$ cat src/rtl/cpu_ctrl_pkg.sv
// cpu_ctrl_pkg: shared types and constants for the pipeline stall/flush sequencer (state enum, XZR, drain depth, source-match helper)
package cpu_ctrl_pkg;
  typedef enum logic [1:0] {RUN, DRAIN, HALTED, FAULT} state_e;
  localparam logic [4:0] XZR = 5'd31;
  localparam logic [1:0] DRAIN_DEPTH = 2'd3;
  function automatic logic src_hit(input logic use_r, input logic [4:0] rs, input logic [4:0] rd);
    return use_r && rs == rd;
  endfunction
endpackage

$ cat src/rtl/pipe_hazard_ctrl_if.sv
// pipe_hazard_ctrl_if: pipeline-side bundle; master drives ID/EX/MEM hazard info, branch, memory handshake and halt_req, slave drives stage enables, bubbles/flush and halted/fault status
interface pipe_hazard_ctrl_if;
  logic [4:0] Rn_IF_ID, Rm_IF_ID, Rd_ID_EX, Rd_EX_MEM;
  logic use_rn, use_rm, MemRead_ID_EX, MemRead_EX_MEM, branch_taken_id, mem_access, mem_ready, halt_req;
  logic pc_en, if_id_en, id_ex_en, ex_mem_en, if_id_flush, id_ex_bubble, mem_wb_bubble, halted, fault;
  modport master (
    output Rn_IF_ID, Rm_IF_ID, Rd_ID_EX, Rd_EX_MEM, use_rn, use_rm, MemRead_ID_EX, MemRead_EX_MEM,
           branch_taken_id, mem_access, mem_ready, halt_req,
    input  pc_en, if_id_en, id_ex_en, ex_mem_en, if_id_flush, id_ex_bubble, mem_wb_bubble, halted, fault
  );
  modport slave (
    input  Rn_IF_ID, Rm_IF_ID, Rd_ID_EX, Rd_EX_MEM, use_rn, use_rm, MemRead_ID_EX, MemRead_EX_MEM,
           branch_taken_id, mem_access, mem_ready, halt_req,
    output pc_en, if_id_en, id_ex_en, ex_mem_en, if_id_flush, id_ex_bubble, mem_wb_bubble, halted, fault
  );
endinterface

$ cat src/rtl/hazard_detect.sv
// hazard_detect: combinational load-use check of ID sources (rn, rm, use_rn, use_rm) against loads in EX/MEM (rd_ex, rd_mem, mem_read_ex, mem_read_mem); outputs hz_ex, hz_mem, lu
module hazard_detect
  import cpu_ctrl_pkg::*;
(
  input  logic [4:0] rn,
  input  logic [4:0] rm,
  input  logic       use_rn,
  input  logic       use_rm,
  input  logic [4:0] rd_ex,
  input  logic [4:0] rd_mem,
  input  logic       mem_read_ex,
  input  logic       mem_read_mem,
  output logic       hz_ex,
  output logic       hz_mem,
  output logic       lu
);
  always_comb begin
    hz_ex = mem_read_ex && rd_ex != XZR && (src_hit(use_rn, rn, rd_ex) || src_hit(use_rm, rm, rd_ex));
    hz_mem = mem_read_mem && rd_mem != XZR && (src_hit(use_rn, rn, rd_mem) || src_hit(use_rm, rm, rd_mem));
    lu = hz_ex || hz_mem;
  end
endmodule

$ cat src/rtl/pipe_hazard_ctrl.sv
// pipe_hazard_ctrl: stall/flush/drain/halt sequencer; ports clk, rst (async high), bus (pipe_hazard_ctrl_if.slave), stall_cycles/flush_count/memwait_cycles (CNT_W, built only with PIPE_PERF_CNT_EN)
module pipe_hazard_ctrl
  import cpu_ctrl_pkg::*;
#(
  parameter int MEM_TIMEOUT = 15,
  parameter int CNT_W = 32
) (
  input  logic             clk,
  input  logic             rst,
  pipe_hazard_ctrl_if.slave bus,
  output logic [CNT_W-1:0] stall_cycles,
  output logic [CNT_W-1:0] flush_count,
  output logic [CNT_W-1:0] memwait_cycles
);
  localparam int WW = $clog2(MEM_TIMEOUT + 1);
  state_e state_q, state_d;
  logic [1:0] drain_q, drain_d;
  logic [WW-1:0] wait_cnt_q, wait_cnt_d;
  logic hz_ex, hz_mem, lu, memwait, timeout;
  logic flt, mw, hold, stl, drn, brf;
  hazard_detect u_hazard_detect (
    .rn(bus.Rn_IF_ID),
    .rm(bus.Rm_IF_ID),
    .use_rn(bus.use_rn),
    .use_rm(bus.use_rm),
    .rd_ex(bus.Rd_ID_EX),
    .rd_mem(bus.Rd_EX_MEM),
    .mem_read_ex(bus.MemRead_ID_EX),
    .mem_read_mem(bus.MemRead_EX_MEM),
    .hz_ex(hz_ex),
    .hz_mem(hz_mem),
    .lu(lu)
  );
  hz_consistent: assert property (@(posedge clk) lu == (hz_ex || hz_mem));
  always_comb begin
    memwait = bus.mem_access && !bus.mem_ready;
    timeout = memwait && wait_cnt_q == WW'(MEM_TIMEOUT - 1);
    wait_cnt_d = memwait ? wait_cnt_q + WW'(1) : '0;
    state_d = state_q;
    drain_d = drain_q;
    if (timeout) state_d = FAULT;
    else if (state_q == RUN && bus.halt_req && !memwait && !lu && !bus.branch_taken_id) begin
      state_d = DRAIN;
      drain_d = DRAIN_DEPTH;
    end else if (state_q == DRAIN && !memwait) begin
      drain_d = drain_q - 2'd1;
      state_d = drain_q == 2'd1 ? HALTED : DRAIN;
    end else if (state_q == HALTED && !bus.halt_req) state_d = RUN;
  end
  always_ff @(posedge clk or posedge rst)
    if (rst) begin
      state_q <= RUN;
      drain_q <= '0;
      wait_cnt_q <= '0;
    end else begin
      state_q <= state_d;
      drain_q <= drain_d;
      wait_cnt_q <= wait_cnt_d;
    end
  always_comb begin
    flt = !rst && state_q == FAULT;
    mw = !rst && !flt && memwait;
    hold = !rst && !flt && !mw && state_q == HALTED;
    stl = !rst && !flt && !mw && !hold && lu;
    drn = !rst && !flt && !mw && !stl && state_q == DRAIN;
    brf = !rst && !flt && !mw && !stl && state_q == RUN && bus.branch_taken_id;
    bus.pc_en = !(flt || mw || hold || stl || drn);
    bus.if_id_en = !(flt || mw || hold || stl);
    bus.id_ex_en = !(flt || mw);
    bus.ex_mem_en = !(flt || mw);
    bus.if_id_flush = flt || hold || drn || brf;
    bus.id_ex_bubble = flt || stl;
    bus.mem_wb_bubble = flt || mw;
    bus.halted = state_q == HALTED;
    bus.fault = state_q == FAULT;
  end
`ifdef PIPE_PERF_CNT_EN
  logic [CNT_W-1:0] stall_q, stall_d, flush_q, flush_d, mwc_q, mwc_d;
  always_comb begin
    stall_d = lu && !memwait && !(&stall_q) ? stall_q + CNT_W'(1) : stall_q;
    flush_d = brf && !(&flush_q) ? flush_q + CNT_W'(1) : flush_q;
    mwc_d = memwait && !(&mwc_q) ? mwc_q + CNT_W'(1) : mwc_q;
  end
  always_ff @(posedge clk or posedge rst)
    if (rst) begin
      stall_q <= '0;
      flush_q <= '0;
      mwc_q <= '0;
    end else begin
      stall_q <= stall_d;
      flush_q <= flush_d;
      mwc_q <= mwc_d;
    end
  assign stall_cycles = stall_q;
  assign flush_count = flush_q;
  assign memwait_cycles = mwc_q;
`else
  assign stall_cycles = '0;
  assign flush_count = '0;
  assign memwait_cycles = '0;
`endif
endmodule

$ cat src/flat_wrapper.sv
// flat-port wrapper written by rule: the top's interface ports become plain ports
module pipe_hazard_ctrl_flat import cpu_ctrl_pkg::*;
#(
  parameter int MEM_TIMEOUT = 15,
  parameter int CNT_W = 32
)
  (clk, rst, stall_cycles, flush_count, memwait_cycles, bus_Rn_IF_ID, bus_Rm_IF_ID, bus_Rd_ID_EX, bus_Rd_EX_MEM, bus_use_rn, bus_use_rm, bus_MemRead_ID_EX, bus_MemRead_EX_MEM, bus_branch_taken_id, bus_mem_access, bus_mem_ready, bus_halt_req, bus_pc_en, bus_if_id_en, bus_id_ex_en, bus_ex_mem_en, bus_if_id_flush, bus_id_ex_bubble, bus_mem_wb_bubble, bus_halted, bus_fault);
  pipe_hazard_ctrl_if bus_i ();
  input  logic clk;
  input  logic rst;
  output logic [CNT_W-1:0] stall_cycles;
  output logic [CNT_W-1:0] flush_count;
  output logic [CNT_W-1:0] memwait_cycles;
  input wire logic [$bits(bus_i.Rn_IF_ID)-1:0] bus_Rn_IF_ID;
  input wire logic [$bits(bus_i.Rm_IF_ID)-1:0] bus_Rm_IF_ID;
  input wire logic [$bits(bus_i.Rd_ID_EX)-1:0] bus_Rd_ID_EX;
  input wire logic [$bits(bus_i.Rd_EX_MEM)-1:0] bus_Rd_EX_MEM;
  input wire logic [$bits(bus_i.use_rn)-1:0] bus_use_rn;
  input wire logic [$bits(bus_i.use_rm)-1:0] bus_use_rm;
  input wire logic [$bits(bus_i.MemRead_ID_EX)-1:0] bus_MemRead_ID_EX;
  input wire logic [$bits(bus_i.MemRead_EX_MEM)-1:0] bus_MemRead_EX_MEM;
  input wire logic [$bits(bus_i.branch_taken_id)-1:0] bus_branch_taken_id;
  input wire logic [$bits(bus_i.mem_access)-1:0] bus_mem_access;
  input wire logic [$bits(bus_i.mem_ready)-1:0] bus_mem_ready;
  input wire logic [$bits(bus_i.halt_req)-1:0] bus_halt_req;
  output wire logic [$bits(bus_i.pc_en)-1:0] bus_pc_en;
  output wire logic [$bits(bus_i.if_id_en)-1:0] bus_if_id_en;
  output wire logic [$bits(bus_i.id_ex_en)-1:0] bus_id_ex_en;
  output wire logic [$bits(bus_i.ex_mem_en)-1:0] bus_ex_mem_en;
  output wire logic [$bits(bus_i.if_id_flush)-1:0] bus_if_id_flush;
  output wire logic [$bits(bus_i.id_ex_bubble)-1:0] bus_id_ex_bubble;
  output wire logic [$bits(bus_i.mem_wb_bubble)-1:0] bus_mem_wb_bubble;
  output wire logic [$bits(bus_i.halted)-1:0] bus_halted;
  output wire logic [$bits(bus_i.fault)-1:0] bus_fault;
  assign bus_i.Rn_IF_ID = bus_Rn_IF_ID;
  assign bus_i.Rm_IF_ID = bus_Rm_IF_ID;
  assign bus_i.Rd_ID_EX = bus_Rd_ID_EX;
  assign bus_i.Rd_EX_MEM = bus_Rd_EX_MEM;
  assign bus_i.use_rn = bus_use_rn;
  assign bus_i.use_rm = bus_use_rm;
  assign bus_i.MemRead_ID_EX = bus_MemRead_ID_EX;
  assign bus_i.MemRead_EX_MEM = bus_MemRead_EX_MEM;
  assign bus_i.branch_taken_id = bus_branch_taken_id;
  assign bus_i.mem_access = bus_mem_access;
  assign bus_i.mem_ready = bus_mem_ready;
  assign bus_i.halt_req = bus_halt_req;
  assign bus_pc_en = bus_i.pc_en;
  assign bus_if_id_en = bus_i.if_id_en;
  assign bus_id_ex_en = bus_i.id_ex_en;
  assign bus_ex_mem_en = bus_i.ex_mem_en;
  assign bus_if_id_flush = bus_i.if_id_flush;
  assign bus_id_ex_bubble = bus_i.id_ex_bubble;
  assign bus_mem_wb_bubble = bus_i.mem_wb_bubble;
  assign bus_halted = bus_i.halted;
  assign bus_fault = bus_i.fault;
  pipe_hazard_ctrl #(.MEM_TIMEOUT(MEM_TIMEOUT), .CNT_W(CNT_W)) u_core (.clk(clk), .rst(rst), .bus(bus_i), .stall_cycles(stall_cycles), .flush_count(flush_count), .memwait_cycles(memwait_cycles));
endmodule
$ cat config.mk
export PLATFORM = sky130hd
export DESIGN_NAME = pipe_hazard_ctrl_flat
export DESIGN_NICKNAME = d
export VERILOG_FILES = /design/src/rtl/cpu_ctrl_pkg.sv /design/src/rtl/pipe_hazard_ctrl_if.sv /design/src/rtl/hazard_detect.sv /design/src/rtl/pipe_hazard_ctrl.sv /design/src/flat_wrapper.sv
export SDC_FILE = /design/constraint.sdc
export NUM_CORES = 1
export LEC_CHECK = 0
export ABC_AREA = 1
export CORE_ASPECT_RATIO = 0.7
export CORE_MARGIN = 5
export CORE_UTILIZATION = 34
export DETAILED_ROUTE_END_ITERATION = 16
export HOLD_SLACK_MARGIN = 0.03
export MAX_ROUTING_LAYER = met4
export PLACE_DENSITY = 0.88
export SLEW_MARGIN = 10
export SYNTH_ARGS = -nofsm -noshare
export SYNTH_HDL_FRONTEND = slang
export SYNTH_SLANG_ARGS = --single-unit
$ cat constraint.sdc
create_clock -name clk -period 1.5 [get_ports clk]
set_clock_uncertainty 0.05 [all_clocks]
set_input_delay 0.3 -clock clk [delete_from_list [all_inputs] [get_ports clk]]
set_output_delay 0.3 -clock clk [all_outputs]
set_load 0.005 [all_outputs]
==> flow_summary.toml <==
[status]
status = "finished with violations"
violations = "negative setup slack"

[timing]
fin_crit_ps = 1770
final.setup.worst_slack_ps = -272
fin_crit_sh = 1.18
fin_setup_tns_ps = -1490
holdWs_ps = 382
setup_viol = 9
rsz0062_at_grt = "yes"
max_freq_mhz = 564
finalMaxSlewViolations = 0
finalHoldViolCount = 0

[yosys]
postSynth.asyncResetShare = 1.00
synth_edf_count = 0
yosysUniqueCellTypes = 25
yosys.area.top_type = "buf_4"
ys_ff_latch = 8
ys.flop_type = "dfrtp_1"
yosysWarningCount = 0
synth_top_area_frac = 0.426
synthesis.area_mm2 = 0.00171
ys_seq_area_frac = 0.117
synth_common_cells = "buf_4, nand2_1, inv_1"
syn_inst = 275
syn_area_per_cell_um2 = 6.21
synth_most_common_cell = "buf_4"
synthTopCellsByArea = "buf_4, nand2_1, dfrtp_1"

[cells_and_area]
design_area_mm2 = 0.00205
final_layout_size_suffix_gt1_frac = 0.306
ff_latch_area_um2 = 200
syn_to_final_growth_pct = 19.8
fillerInstances = 479
layout.nets = 375
n_antenna_cell = 0
multi_input_area_mm2 = 0.00107

[power_and_ir_drop]
power.density_mw_per_mm2 = 739
power_uw = 1510
p_leak_uw = 0.00128
ir_drop_uv = 351

[grt]
grt_max_degree = 9
grt_pass1_vias = 1316
grt.overflow.total = 0
track_usage = 0.118
grt_pass1_wl_um = 6180
antenna_found_initial = 0

[placed_design]
post-dp-hpwl_um = 3380
place_congestion = 0.891
place_area_mm2 = 0.00191
io_buffers = 38

[die]
dieWidth_um = 94.7
std_cell_rows = 21
core_area_mm2 = 0.00483
dieArea_mm2 = 0.00656
initial_core_util = 0.353
die_y_um = 69.3
pin_count = 135

[critical_path]
max_stage_delay_ps = 420
criticalPathCategory = "reg2out"
r2r.worst_path.cells = 10
cp_data_arrival_time_ps = 1420
crit_required_ps = 1150
critPathLaunchType = "flop"
path_cells = "nand2_2 -> nand2_4 -> buf_4 -> o21ai_2 -> a21boi_1 -> buf_2"
crit_start = "u_core.state_q[0]"
r2r_slack_ps = 20
rr_startpoint = "u_core.state_q[0]"
worst_setup_path_end_kind = "primary output"
cp_slowest_cell = "dfrtp_1"
critPathMaxFanout = 4

[drt]
finalWirelength_um = 4200
ant_nets = 0
dr.pass1.iters = 4
routed_via_density = 3.80
detail_route.wl_per_cell_um = 10.3
drc = 0
vias = 1554
drt_iter0_drc = 130

[hold_path]
hp-class = "in2async"

[cts]
cts.sinks = 8
clk_path_buf_depth = 2
clkTransAtPathRegs_ps = 40
cts_tree = "done"
htreeDepth = 1
clkLatencyLatePin_ps = 230
cts-buffers-inserted = 3
holdBufCountCts = 0
cts_root_buf = "clkbuf_8"

[run]
cap_violations = 0
repair_timing:
| item | in CTS | in global routing |
|---|---|---|
| setup endpoints to repair | 13 | 12 |
| pin swaps | 29 | 18 |
| resized for setup | 125 | 23 |
| endpoints found under the hold margin | 0 | 0 |
| setup buffers | 7 | 5 |
registers in the layout, summed over array words and instances, names as in the netlist:
name,cells
u_core.state_q,2
u_core.drain_q,2
u_core.wait_cnt_q,4
area by class of cell:
class / instances / share of cell area
multi-input cells: 227 / 0.522
repair buffers: 65 / 0.250
flip-flops and latches: 8 / 0.0979
inverters: 37 / 0.0679
well taps: 69 / 0.0422
clock buffers: 3 / 0.0202
where the power goes:
part           switching (µW)  internal [µW]  total, µW
logic                     501            444        945
clock network            77.2            173        250
registers                48.6            269        317
per-stage QoR:
stage	utilization	setup WS, ps	cells
6_report	0.423	-272	409
5_1_grt	0.423	-334	409
4_1_cts	0.412	-254	404
3_5_place_dp	0.395	-971	394
3_3_place_gp	0.395	-961	394
2_1_floorplan	-	44.1	370
per-layer routing:
layer	track usage	routed length (µm)	part of all wire
met5	-	0	0
met2	0.213	2210	0.53
met1	0.126	1480	0.35
met3	0.0282	401	0.096
met4	0.0384	101	0.024
layout by cell type (no fill, tap or decap), types with 2 or more instances in the layout:
cell type / count
dlygate4sd2_1: 5
clkbuf_2: 3
inv_1: 20
ha_1: 3
nand2_4: 4
nand3_1: 8
dfrtp_1: 8
o21ai_1: 3
nand3_2: 2
clkbuf_8: 3
buf_4: 24
nand2_2: 7
clkdlybuf4s50_1: 4
buf_2: 15
conb_1: 96
clkdlybuf4s15_2: 4
nor2_2: 10
nor2_1: 15
inv_2: 17
buf_6: 9
nand2_1: 60
nor2_4: 2
nand4_1: 4
o21a_1: 2
worst max-delay path, delay by kind of cell, from the launching register on:
| family | cells | cell delay [ps] |
|---|---|---|
| and+or+nand+nor | 2 | 190 |
| AOI/OAI and AO/OA | 2 | 320 |
| DFF | 1 | 420 |
| buffers and inverters | 2 | 270 |
logic make-up after synthesis:
| logic type | count (synthesis) | synth area share |
|---|---|---|
| AO/OA/AOI/OAI | 12 | 0.0476 |
| adder cells (fa/ha/maj) | 3 | 0.0220 |
| buffers and inverters | 135 | 0.511 |
| AND/OR/NAND/NOR | 114 | 0.290 |
| other | 1 | 0.00220 |
| flip-flops | 8 | 0.117 |
| XOR/XNOR | 2 | 0.0103 |
path summary, 6_finish.rpt:
| kind | end |
|---|---|
| worst max-delay path | bus_if_id_en |
| worst min-delay path | u_core.wait_cnt_q[2] |
| worst max register to register | u_core.state_q[1] |
| worst min register to register | u_core.wait_cnt_q[0] |
| max in group asynchronous | u_core.drain_q[1] |
| min in group clk | u_core.wait_cnt_q[0] |
Power figures use the tool's default switching activity.
